**config.mk**
```make
export PLATFORM = sky130hd
export DESIGN_NAME = motor_pwm_driver
export DESIGN_NICKNAME = d
export VERILOG_FILES = /design/src/rtl/motor_pkg.sv /design/src/rtl/motor_pwm_driver_pwm_gen.sv /design/src/rtl/motor_pwm_driver.sv
export SDC_FILE = /design/constraint.sdc
export NUM_CORES = 1
export LEC_CHECK = 0
export CORE_MARGIN = 8
export CORE_UTILIZATION = 50
export CTS_BUF_LIST = sky130_fd_sc_hd__clkbuf_8
export DETAILED_ROUTE_END_ITERATION = 6
export GPL_TIMING_DRIVEN = 1
export PLACE_DENSITY = 0.69
export SETUP_SLACK_MARGIN = 0.02
export SLEW_MARGIN = 0
export SYNTH_ARGS = -nofsm -noshare
export SYNTH_HDL_FRONTEND = slang
export SYNTH_HIERARCHICAL = 1
export SYNTH_SLANG_ARGS = --single-unit
```
**constraint.sdc**
```tcl
create_clock -name clk -period 4.8 [get_ports clk]
set_clock_uncertainty 0.1 [all_clocks]
set_input_delay 0.72 -clock clk [delete_from_list [all_inputs] [get_ports clk]]
set_output_delay 0.72 -clock clk [all_outputs]
set_load 0.05 [all_outputs]
```
**src/rtl/motor_pkg.sv**
```systemverilog
// Shared constants for the operator-panel / motor-driver command pair.
// Latency: n/a (constants and a pure function only).
// Backpressure: n/a.
// Contents: FSM state encodings, duty width, default PWM settings, and the
// saturating target-step helper used wherever the duty target is raised.
package motor_pkg;

  localparam int DUTY_W = 8;

  localparam logic [1:0] ST_IDLE      = 2'd0;
  localparam logic [1:0] ST_RAMP_UP   = 2'd1;
  localparam logic [1:0] ST_RUN       = 2'd2;
  localparam logic [1:0] ST_RAMP_DOWN = 2'd3;

  localparam int PERIOD_DEF    = 250;
  localparam int DUTY_INIT_DEF = 50;
  localparam int DUTY_STEP_DEF = 25;
  localparam int RAMP_DIV_DEF  = 16;

  // Raise a duty target by one step, computed one bit wider so the sum
  // cannot wrap, then clamp to the PWM period (constant-high duty).
  function automatic logic [DUTY_W-1:0] step_target(
    input logic [DUTY_W-1:0] tgt,
    input logic [DUTY_W:0]   step,
    input logic [DUTY_W:0]   limit
  );
    logic [DUTY_W:0] sum;
    sum = {1'b0, tgt} + step;
    if (sum > limit) begin
      sum = limit;
    end
    return sum[DUTY_W-1:0];
  endfunction

endpackage

```
**src/rtl/motor_pwm_driver_pwm_gen.sv**
```systemverilog
// Fixed-period PWM generator with a period-boundary shadow duty register.
// Latency: duty sampled at counter==PERIOD-1, visible on pwm_out from the next period.
// Backpressure: none; free-running, duty may change at any time without glitching.
// Ports: clk, rst (async active-low), duty [DUTY_W-1:0] in, pwm_out (registered) out.
module pwm_gen
  import motor_pkg::*;
#(
  parameter int PERIOD = PERIOD_DEF
) (
  input  logic              clk,
  input  logic              rst,
  input  logic [DUTY_W-1:0] duty,
  output logic              pwm_out
);

  localparam logic [DUTY_W-1:0] CNT_LAST = DUTY_W'(PERIOD - 1);

  logic [DUTY_W-1:0] cnt_q, cnt_d;
  logic [DUTY_W-1:0] shadow_q, shadow_d;
  logic              pwm_q, pwm_d;
  logic              wrap;

  always_comb begin
    wrap     = (cnt_q == CNT_LAST);
    cnt_d    = wrap ? '0 : cnt_q + DUTY_W'(1);
    // Duty is only captured at the wrap, so a period in progress always
    // completes with the high count it started with.
    shadow_d = wrap ? duty : shadow_q;
    // shadow==0 never satisfies the compare (always low); shadow==PERIOD
    // always does (always high).
    pwm_d    = (cnt_q < shadow_q);
  end

  always_ff @(posedge clk or negedge rst) begin
    if (!rst) begin
      cnt_q    <= '0;
      shadow_q <= '0;
      pwm_q    <= 1'b0;
    end else begin
      cnt_q    <= cnt_d;
      shadow_q <= shadow_d;
      pwm_q    <= pwm_d;
    end
  end

  assign pwm_out = pwm_q;

endmodule

```
**src/rtl/motor_pwm_driver.sv**
```systemverilog
// Motor-side PWM driver: synchronises run/increase commands, ramps duty toward a target.
// Latency: 3 clk from input pin to FSM action; duty reaches pwm_out at the next period wrap.
// Backpressure: none; increase edges arriving while idle or stopping are dropped.
// Ports: clk, rst (async active-low), motor_running, motor_pwm (async level inputs);
//        pwm_out, duty_level[7:0], target_level[7:0], at_target, stopping outputs.
// Build option: define MOTOR_PWM_SOFTSTOP_EN to ramp duty down on stop; otherwise a
//        stop clears duty immediately and stopping is tied low.
module motor_pwm_driver
  import motor_pkg::*;
#(
  parameter int PERIOD    = PERIOD_DEF,
  parameter int DUTY_INIT = DUTY_INIT_DEF,
  parameter int DUTY_STEP = DUTY_STEP_DEF,
  parameter int RAMP_DIV  = RAMP_DIV_DEF
) (
  input  logic              clk,
  input  logic              rst,
  input  logic              motor_running,
  input  logic              motor_pwm,
  output logic              pwm_out,
  output logic [DUTY_W-1:0] duty_level,
  output logic [DUTY_W-1:0] target_level,
  output logic              at_target,
  output logic              stopping
);

  localparam int CNT_W = (RAMP_DIV > 1) ? $clog2(RAMP_DIV) : 1;
  localparam logic [CNT_W-1:0]  TICK_LAST = CNT_W'(RAMP_DIV - 1);
  localparam logic [DUTY_W-1:0] INIT_V    = DUTY_W'(DUTY_INIT);
  localparam logic [DUTY_W:0]   STEP_V    = (DUTY_W + 1)'(DUTY_STEP);
  localparam logic [DUTY_W:0]   LIMIT_V   = (DUTY_W + 1)'(PERIOD);

  // Input synchronisers; the third increase flop only exists to detect edges.
  logic run_s1_q, run_s2_q;
  logic inc_s1_q, inc_s2_q, inc_s3_q;

  always_ff @(posedge clk or negedge rst) begin
    if (!rst) begin
      run_s1_q <= 1'b0;
      run_s2_q <= 1'b0;
      inc_s1_q <= 1'b0;
      inc_s2_q <= 1'b0;
      inc_s3_q <= 1'b0;
    end else begin
      run_s1_q <= motor_running;
      run_s2_q <= run_s1_q;
      inc_s1_q <= motor_pwm;
      inc_s2_q <= inc_s1_q;
      inc_s3_q <= inc_s2_q;
    end
  end

  logic [1:0]        state_q, state_d;
  logic [DUTY_W-1:0] duty_q, duty_d;
  logic [DUTY_W-1:0] target_q, target_d;
  logic [CNT_W-1:0]  tick_q, tick_d;

  logic              run_s;
  logic              inc_edge;
  logic              tick;
  logic              ramping;
  logic              stop_req;
  logic [DUTY_W-1:0] bumped;

  always_comb begin
    state_d  = state_q;
    duty_d   = duty_q;
    target_d = target_q;

    run_s    = run_s2_q;
    inc_edge = inc_s2_q & ~inc_s3_q;
    tick     = (tick_q == TICK_LAST);
    ramping  = (state_q == ST_RAMP_UP) || (state_q == ST_RAMP_DOWN);
    bumped   = step_target(target_q, STEP_V, LIMIT_V);
    // Dropping run beats any increase edge seen in the same cycle.
    stop_req = !run_s && ((state_q == ST_RAMP_UP) || (state_q == ST_RUN));

    case (state_q)
      ST_IDLE: begin
        duty_d = '0;
        if (run_s) begin
          target_d = INIT_V;
          state_d  = ST_RAMP_UP;
        end
      end
      ST_RAMP_UP: begin
        if (inc_edge) begin
          target_d = bumped;
        end
        // RAMP_UP steps toward the target in either direction: after a
        // restart from a soft stop the duty may sit above DUTY_INIT.
        if (duty_q == target_d) begin
          state_d = ST_RUN;
        end else if (tick) begin
          duty_d = (duty_q < target_d) ? duty_q + DUTY_W'(1) : duty_q - DUTY_W'(1);
        end
      end
      ST_RUN: begin
        // A saturated target does not change, so no ramp is started.
        if (inc_edge && (bumped != target_q)) begin
          target_d = bumped;
          state_d  = ST_RAMP_UP;
        end
      end
`ifdef MOTOR_PWM_SOFTSTOP_EN
      ST_RAMP_DOWN: begin
        if (run_s) begin
          target_d = INIT_V;
          state_d  = ST_RAMP_UP;
        end else if (duty_q == '0) begin
          target_d = '0;
          state_d  = ST_IDLE;
        end else if (tick) begin
          duty_d = duty_q - DUTY_W'(1);
        end
      end
`endif
      default: begin
        state_d  = ST_IDLE;
        duty_d   = '0;
        target_d = '0;
      end
    endcase

    if (stop_req) begin
`ifdef MOTOR_PWM_SOFTSTOP_EN
      duty_d   = duty_q;
      target_d = target_q;
      state_d  = ST_RAMP_DOWN;
`else
      // Hard stop: duty is cleared now, but pwm_out still finishes the
      // current period because pwm_gen only samples duty at its wrap.
      duty_d   = '0;
      target_d = '0;
      state_d  = ST_IDLE;
`endif
    end

    // Ramp timing restarts from zero on every state change.
    if ((state_d != state_q) || tick || !ramping) begin
      tick_d = '0;
    end else begin
      tick_d = tick_q + CNT_W'(1);
    end
  end

  always_ff @(posedge clk or negedge rst) begin
    if (!rst) begin
      state_q  <= ST_IDLE;
      duty_q   <= '0;
      target_q <= '0;
      tick_q   <= '0;
    end else begin
      state_q  <= state_d;
      duty_q   <= duty_d;
      target_q <= target_d;
      tick_q   <= tick_d;
    end
  end

  pwm_gen #(
    .PERIOD (PERIOD)
  ) u_pwm_gen (
    .clk     (clk),
    .rst     (rst),
    .duty    (duty_q),
    .pwm_out (pwm_out)
  );

  assign duty_level   = duty_q;
  assign target_level = target_q;
  assign at_target    = (state_q == ST_RUN) && (duty_q == target_q);
`ifdef MOTOR_PWM_SOFTSTOP_EN
  assign stopping     = (state_q == ST_RAMP_DOWN);
`else
  assign stopping     = 1'b0;
`endif

endmodule
```
# Word level (Yosys, flattened, before mapping)
# Cells that the tools add are included.
# word_totals
out_inout_bits,19
input_bits,4
ff_bits,44
elab_cells,67
# op_classes
muxes,19
n_lt_le_gt_ge,3
n_eq_ne,14
n_reduce_logical,12
bitwise,2
n_addsub,5
# ops
op,count
8-bit two-way mux,11
8-bit one-hot mux with 3 select lines,1
"8-bit by 1-bit adder with 8-bit output, second input constant",2
8-bit == test,2
8-bit less-than comparator,2
8-bit one-hot mux with 2 select lines,1
"8-bit by 5-bit adder with 9-bit output, second input constant",1
"9-bit by 8-bit > comparator with 1-bit output, second input constant",1
"3-bit != test, second input constant",3
"8-bit == test, second input constant",1
2-bit two-way mux,4
8-bit != test,1
"8-bit by 1-bit subtractor with 8-bit output, second input constant",1
2-bit one-hot mux with 3 select lines,1
"4-bit by 1-bit adder with 4-bit output, second input constant",1
"2-bit == test, second input constant",2
"4-bit == test, second input constant",1
1-bit logical OR,4
4-bit two-way mux,1
1-bit logical AND,3
"3-bit by 2-bit != test with 1-bit output, second input constant",1
3-bit AND reduction,1
"2-bit by 1-bit == test with 1-bit output, second input constant",1
1-bit zero test,2
other kinds (6),6

# Logic depth before layout (Yosys ltp)
# depth
word_depth,13
mapped_depth,22
mapped_depth_nobuf,21

# Modules after synthesis
# The synthesis kept the hierarchy.
# modules_own_cells
mod,cells_each,area_per_inst_um2,seq_area_each_um2,instances
motor_pwm_driver,272,2368.5,675.6,1
pwm_gen,83,959.7,425.4,1

# Least setup slack after synthesis
# OpenSTA, ideal clock, no wires.
# synth_timing
path_kind,register to register
from,"reg target_q[1], in the netlist target_level[1]"
to,"reg duty_q[7], in the netlist duty_level[7]"
required_ps,4631
setup_ps,69
stages_incl_launch_ff,22
arrival_ps,4525
slack_ps,106
synth_period_minus_slack_ps,4694
path_buffers,1
cell_sequence,dfrtp_1 clkbuf_2 inv_1 ha_1 nor2_1 nor3_1 nor3_2 a31oi_4 a31o_2 ha_1 nor2b_1 o211ai_1 a21oi_1 nor3_1 inv_1 ha_1 a21oi_1 o221ai_1 o41ai_1 nor4_1 or3_1 nand3_1
# synth_via
elab_chain_cells,11
elab_cells_between_ends,14
cone_classes,add/sub (1); order compare (2); eq/ne (2); mux (8); reduce/logical (1)
# synth_rtl
element,line,source
"start, declared",motor_pwm_driver.sv:55,"logic [DUTY_W-1:0] target_q, target_d;"
"start signal, assigned",motor_pwm_driver.sv:156,target_q <= target_d;
8-bit by 5-bit adder with 9-bit output,motor_pkg.sv:28,"sum = {1'b0, tgt} + step;"
9-bit by 8-bit > comparator with 1-bit output,motor_pkg.sv:29,if (sum > limit) begin
8-bit two-way mux,motor_pkg.sv:29,
8-bit two-way mux (*),motor_pwm_driver.sv:87,if (inc_edge) begin
8-bit two-way mux (*),motor_pwm_driver.sv:78,case (state_q)
8-bit less-than comparator,motor_pwm_driver.sv:95,duty_d = (duty_q < target_d) ? duty_q + DUTY_W'(1) : duty_q - DUTY_W'(1);
8-bit two-way mux,motor_pwm_driver.sv:95,
8-bit two-way mux,motor_pwm_driver.sv:94,end else if (tick) begin
8-bit two-way mux,motor_pwm_driver.sv:92,if (duty_q == target_d) begin
8-bit one-hot mux with 2 select lines,motor_pwm_driver.sv:78,
8-bit two-way mux,motor_pwm_driver.sv:125,if (stop_req) begin
"end signal, assigned",motor_pwm_driver.sv:155,duty_q <= duty_d;
"end, declared",motor_pwm_driver.sv:54,"logic [DUTY_W-1:0] duty_q, duty_d;"
# Mark *: on every way between the ends. The rest lies on a longest branch, timed or not. The select of a mux whose other input is x is not followed.
# A chain may end at the register's enable or synchronous reset.

# Worst setup path in the final report
# Ends and elaborated chain as after synthesis.

==> results by stage <==
STA:
- The time the worst path needs with I/O delays and setup is 4.565 ns.
- The final count of pins violating max slew is 0.
- The worst pin sits at a relative slew slack of 34.39%.
- The maximum achievable frequency is 219.1 MHz.
- The minimum hold slack is 0.2529 ns.
- The final worst-path cycle share is 95.10%.
- Summed over all failing endpoints, the final setup total negative slack is 0 ns.
- Setup repair after global routing left no endpoint under its margin.
- Setup violations remaining at the end of the flow were counted as 0.
- The number of hold violations in the final report is 0.
- At the pin with the least slew margin, the transition time is 0.9841 ns.
- Once routing completed, OpenROAD measured the worst setup slack at 0.2353 ns.

Worst setup path:
- The endpoint identified for the worst register-to-register timing path is duty_level[7].
- Counting cells, the worst reg-to-reg path comes to 19.
- The critical path in this run is classified as register to register.
- STA classifies the critical path endpoint as a register.
- The signal on the critical path passes through ha_4 -> a211oi_4 -> xnor2_2 -> o2bb2ai_2 -> a31oi_4 -> a31o_2 -> ha_1 -> nor2b_1 -> o211ai_1 -> a21oi_2 -> nor3_2 -> inv_2 -> ha_1 -> a21oi_2 -> o221ai_2 -> o41ai_2 -> nor4_1 -> or3_1 -> nand3_1.
- On the critical path, the stage with the largest delay is an instance of dfrtp_2.
- In this run the critical register-to-register path is launched from target_level[1].
- Data on the critical path is required at its endpoint by 4.94 ns.
- The worst setup path is launched from a register.
- Of all nets on the critical path, the largest fanout is 7.
- The data arrival time of the critical path is 4.70 ns.
- The count of buffer and inverter cells on the critical path is 1.
- The first element of the critical path is target_level[1].
- The slack of the worst reg-to-reg path is 0.24 ns.
- The worst stage delay on the critical path is 0.48 ns.
- The cell family contributing the most delay on the critical path is compound AO/OA/AOI/OAI gates.

Clock tree:
- The clock tree from TritonCTS is yes.
- The number of sinks handled by clock tree synthesis is 44.
- The cell chosen for the clock root is clkbuf_8.
- The count of hold-fix buffers inserted at cts is 0.
- The number of clock buffers added by TritonCTS is 5.
- The total number of H-tree levels is 2.
- The clock latency of the later-clocked register in the worst-skew pair is 0.31 ns.
- The clock-pin transition on the worst setup and hold timing paths is 0.10 ns.
- The longest clock path from root to sink contains 2 buffers.

Global routing:
- The wire length of the first global-routing pass is 13.38 mm.
- The combined global-route utilization of all metal layers is 16.61%.
- The pin count of the biggest net entering global routing is 45.
- The total overflow left after global routing is 0.
- The number of global-route vias before repair came to 2,712.
- The initial antenna violation count is 0.

Detailed routing:
- The total wire length is 8.141 mm.
- For this block, the via count after detailed routing is 2,853.
- The first TritonRoute pass finished after 5 iterations.
- Using the TritonRoute via totals, the vias-per-cell ratio works out to 6.270.
- After the first detailed-routing iteration, the DRC count stood at 186.
- The average routed wire per standard cell is 17.89 um.
- The total DRC errors in the routed layout is 0.
- The post-route antenna net violation count is 0.

Floorplanning:
- The horizontal die dimension is 97.59 um.
- The number of top-level design ports is 23.
- In this run the core area contains 29 standard-cell rows.
- The die covers 9523 um^2.
- The region available for standard cell placement spans 6386 um^2.
- For this configuration, the core starts out at a cell density of 52.12%.
- The height of the chip is 97.59 um.

Yosys:
- The gate count of the mapped netlist is 355.
- A synthesized cell averages 9.375 um^2.
- Synthesis inferred 44 register bits.
- After synthesis, the netlist uses 67 different library cells.
- During synthesis, Yosys emitted a total of 6 warnings.
- The netlist area before placement is 3328 um^2.
- The most frequently used flop master after synthesis is dfrtp_1.
- The proportion of synthesized flip-flops having asynchronous set or reset is 100.0%.
- The count of flip-flops with a built-in enable after synthesis is 0.
- The total nets after synthesis is 391.
- Of the synthesized area, sequential elements account for 33.08%.

Power:
- Summed over all cells, the static leakage comes to 1.605 nW.
- The peak supply drop is 0.3591 mV.
- The areal power density over the cells is 627.7 nW/um^2.

Place:
- The final weighted congestion of routability-driven global placement is 0.9392.
- Once placement finished, the instance area stood at 3546 um^2.
- The cell total after placement is 441.
- The count of input and output buffers is 21.
- The placed wire-length estimate is 5.684 mm.
- The setup slack after placement is -0.09155 ns.

Worst hold path:
- In this run the worst hold path is classified as register to register.
- The hold path endpoint is inc_s2_q.
- The start point of the worst min-delay path is inc_s1_q.
- The worst hold path passes through 0 cells.

Cells and area:
- The repair_antennas step left the layout with diodes totalling 0.
- The final standard cell area without fillers is 3804 um^2.
- Of the cells placed in the final design, the portion with a size suffix greater than 1 is 16.67%.
- The layout overhead on the synthesized area is 14.29%.
- At the end of the flow, the number of nets in the layout was 413.
- The most frequent standard cell in the layout excluding fill and tap cells is dfrtp_1.
- Excluding fillers, the count of instances in the completed layout stands at 455.
- In the layout the commonest cells are dfrtp_1, ha_1, inv_1.

Run:
- The tool flagged a number of max-cap violations equal to 0.

Outcome:
- The run finished with clean final reports.
==> worst max-delay path by stage <==
stage / cells past startpoint / end / slack (ns)
after floorplan: 21 / duty_level[7] / 0.11
after global placement: 19 / duty_level[7] / 0.14
after detailed placement: 19 / duty_level[7] / -0.09
after CTS: 19 / duty_level[7] / 0.09
after global routing: 19 / duty_level[7] / 0.01
final: 19 / duty_level[7] / 0.24
==> cells in the mapped netlist (2+ instances only) <==
library cell	instances	area, um^2
a211oi_1	2	15.01
a31o_2	3	26.28
and3_1	2	12.51
clkbuf_1	6	22.52
a21o_1	6	45.04
mux2i_1	2	20.02
mux2_2	4	45.04
xor2_1	6	52.55
ha_1	31	387.9
nand2b_1	6	37.54
a31oi_1	8	50.05
nor4_1	2	12.51
a21boi_0	2	15.01
dfrtp_1	44	1101
nor3b_1	2	15.01
nand4_1	9	56.30
nor3_1	10	50.05
o21bai_1	3	22.52
nand4b_1	2	17.52
a21oi_1	18	90.09
mux2_4	4	60.06
o31a_1	3	26.28
a2bb2oi_1	2	17.52
nand3_1	19	95.09
nor2_1	21	78.83
xnor2_1	11	96.34
o31ai_1	6	45.04
inv_1	24	90.09
nand2_1	21	78.83
clkbuf_8	2	27.53
buf_6	3	33.78
o211ai_1	5	37.54
nor2b_1	7	43.79
o21a_1	3	22.52
buf_2	5	25.02
o41ai_1	4	35.03
o21ai_0	17	85.08
==> worst reg2reg max path, cell delays in order (launching register included) <==
cell and delay, ns:
dfrtp_2 0.48, ha_4 0.21, a211oi_4 0.34, xnor2_2 0.16
o2bb2ai_2 0.17, a31oi_4 0.15, a31o_2 0.27, ha_1 0.28
nor2b_1 0.14, o211ai_1 0.20, a21oi_2 0.11, nor3_2 0.24
inv_2 0.10, ha_1 0.30, a21oi_2 0.18, o221ai_2 0.13
o41ai_2 0.39, nor4_1 0.10, or3_1 0.37, nand3_1 0.09
==> repair_timing <==
action / in CTS / in global routing
pin swaps: 0 / 10
setup buffers: 0 / 6
gates resized for setup: 2 / 20
endpoints found under the hold margin: 0 / 0
setup endpoints to repair: 2 / 2
==> stage by stage <==
stage | total power, mW | utilization (%)
floorplan | 1.590 | -
global placement | 1.888 | 55.53
detailed placement | 1.917 | 55.53
CTS | 2.246 | 57.62
global route | 2.549 | 59.56
finish | 2.387 | 59.56
==> power by group <==
part	leakage, nW	switching [mW]	internal [mW]
registers	0.570	0.127	0.435
logic	0.974	0.903	0.611
clock network	0.0614	0.141	0.171
==> metal layers <==
layer / routed length, um / track usage (%) / up-vias
li1: - / - / 1340
met1: 3641 / 21.79 / 1380
met2: 3796 / 25.61 / 111
met3: 511 / 2.987 / 22
met4: 192 / 7.809 / 0
met5: 0 / 0 / -
==> cell type report <==
| cell class | instances | area (um^2) |
|---|---|---|
| fillers | 567 | 2582 |
| multi-input cells | 268 | 2085 |
| flip-flops and latches | 44 | 1105 |
| repair buffers | 34 | 306.5 |
| well taps | 77 | 96.34 |
| inverters | 24 | 90.09 |
| clock buffers | 6 | 82.58 |
| clock inverters | 2 | 38.79 |
==> sequential cells by signal, summed over array words and instances (netlist names) <==
signal / cells
target_level: 8
duty_level: 8
tick_q: 4
inc_s2_q: 1
run_s: 1
inc_s3_q: 1
inc_s1_q: 1
u_pwm_gen/pwm_out: 1
u_pwm_gen/shadow_q: 8
run_s1_q: 1
state_q: 2
u_pwm_gen/cnt_q: 8
==> cells by family after synthesis <==
logic type / after synthesis / share of synthesized area (%)
XOR/XNOR: 17 / 4.474
AND/OR/NAND/NOR: 112 / 18.31
other: 1 / 0.1127
multiplexers: 10 / 3.759
flip-flops: 44 / 33.08
adder cells (fa/ha/maj): 32 / 12.26
buffers and inverters: 43 / 6.804
AO/OA/AOI/OAI: 96 / 21.20
Power figures use the tool's default switching activity.
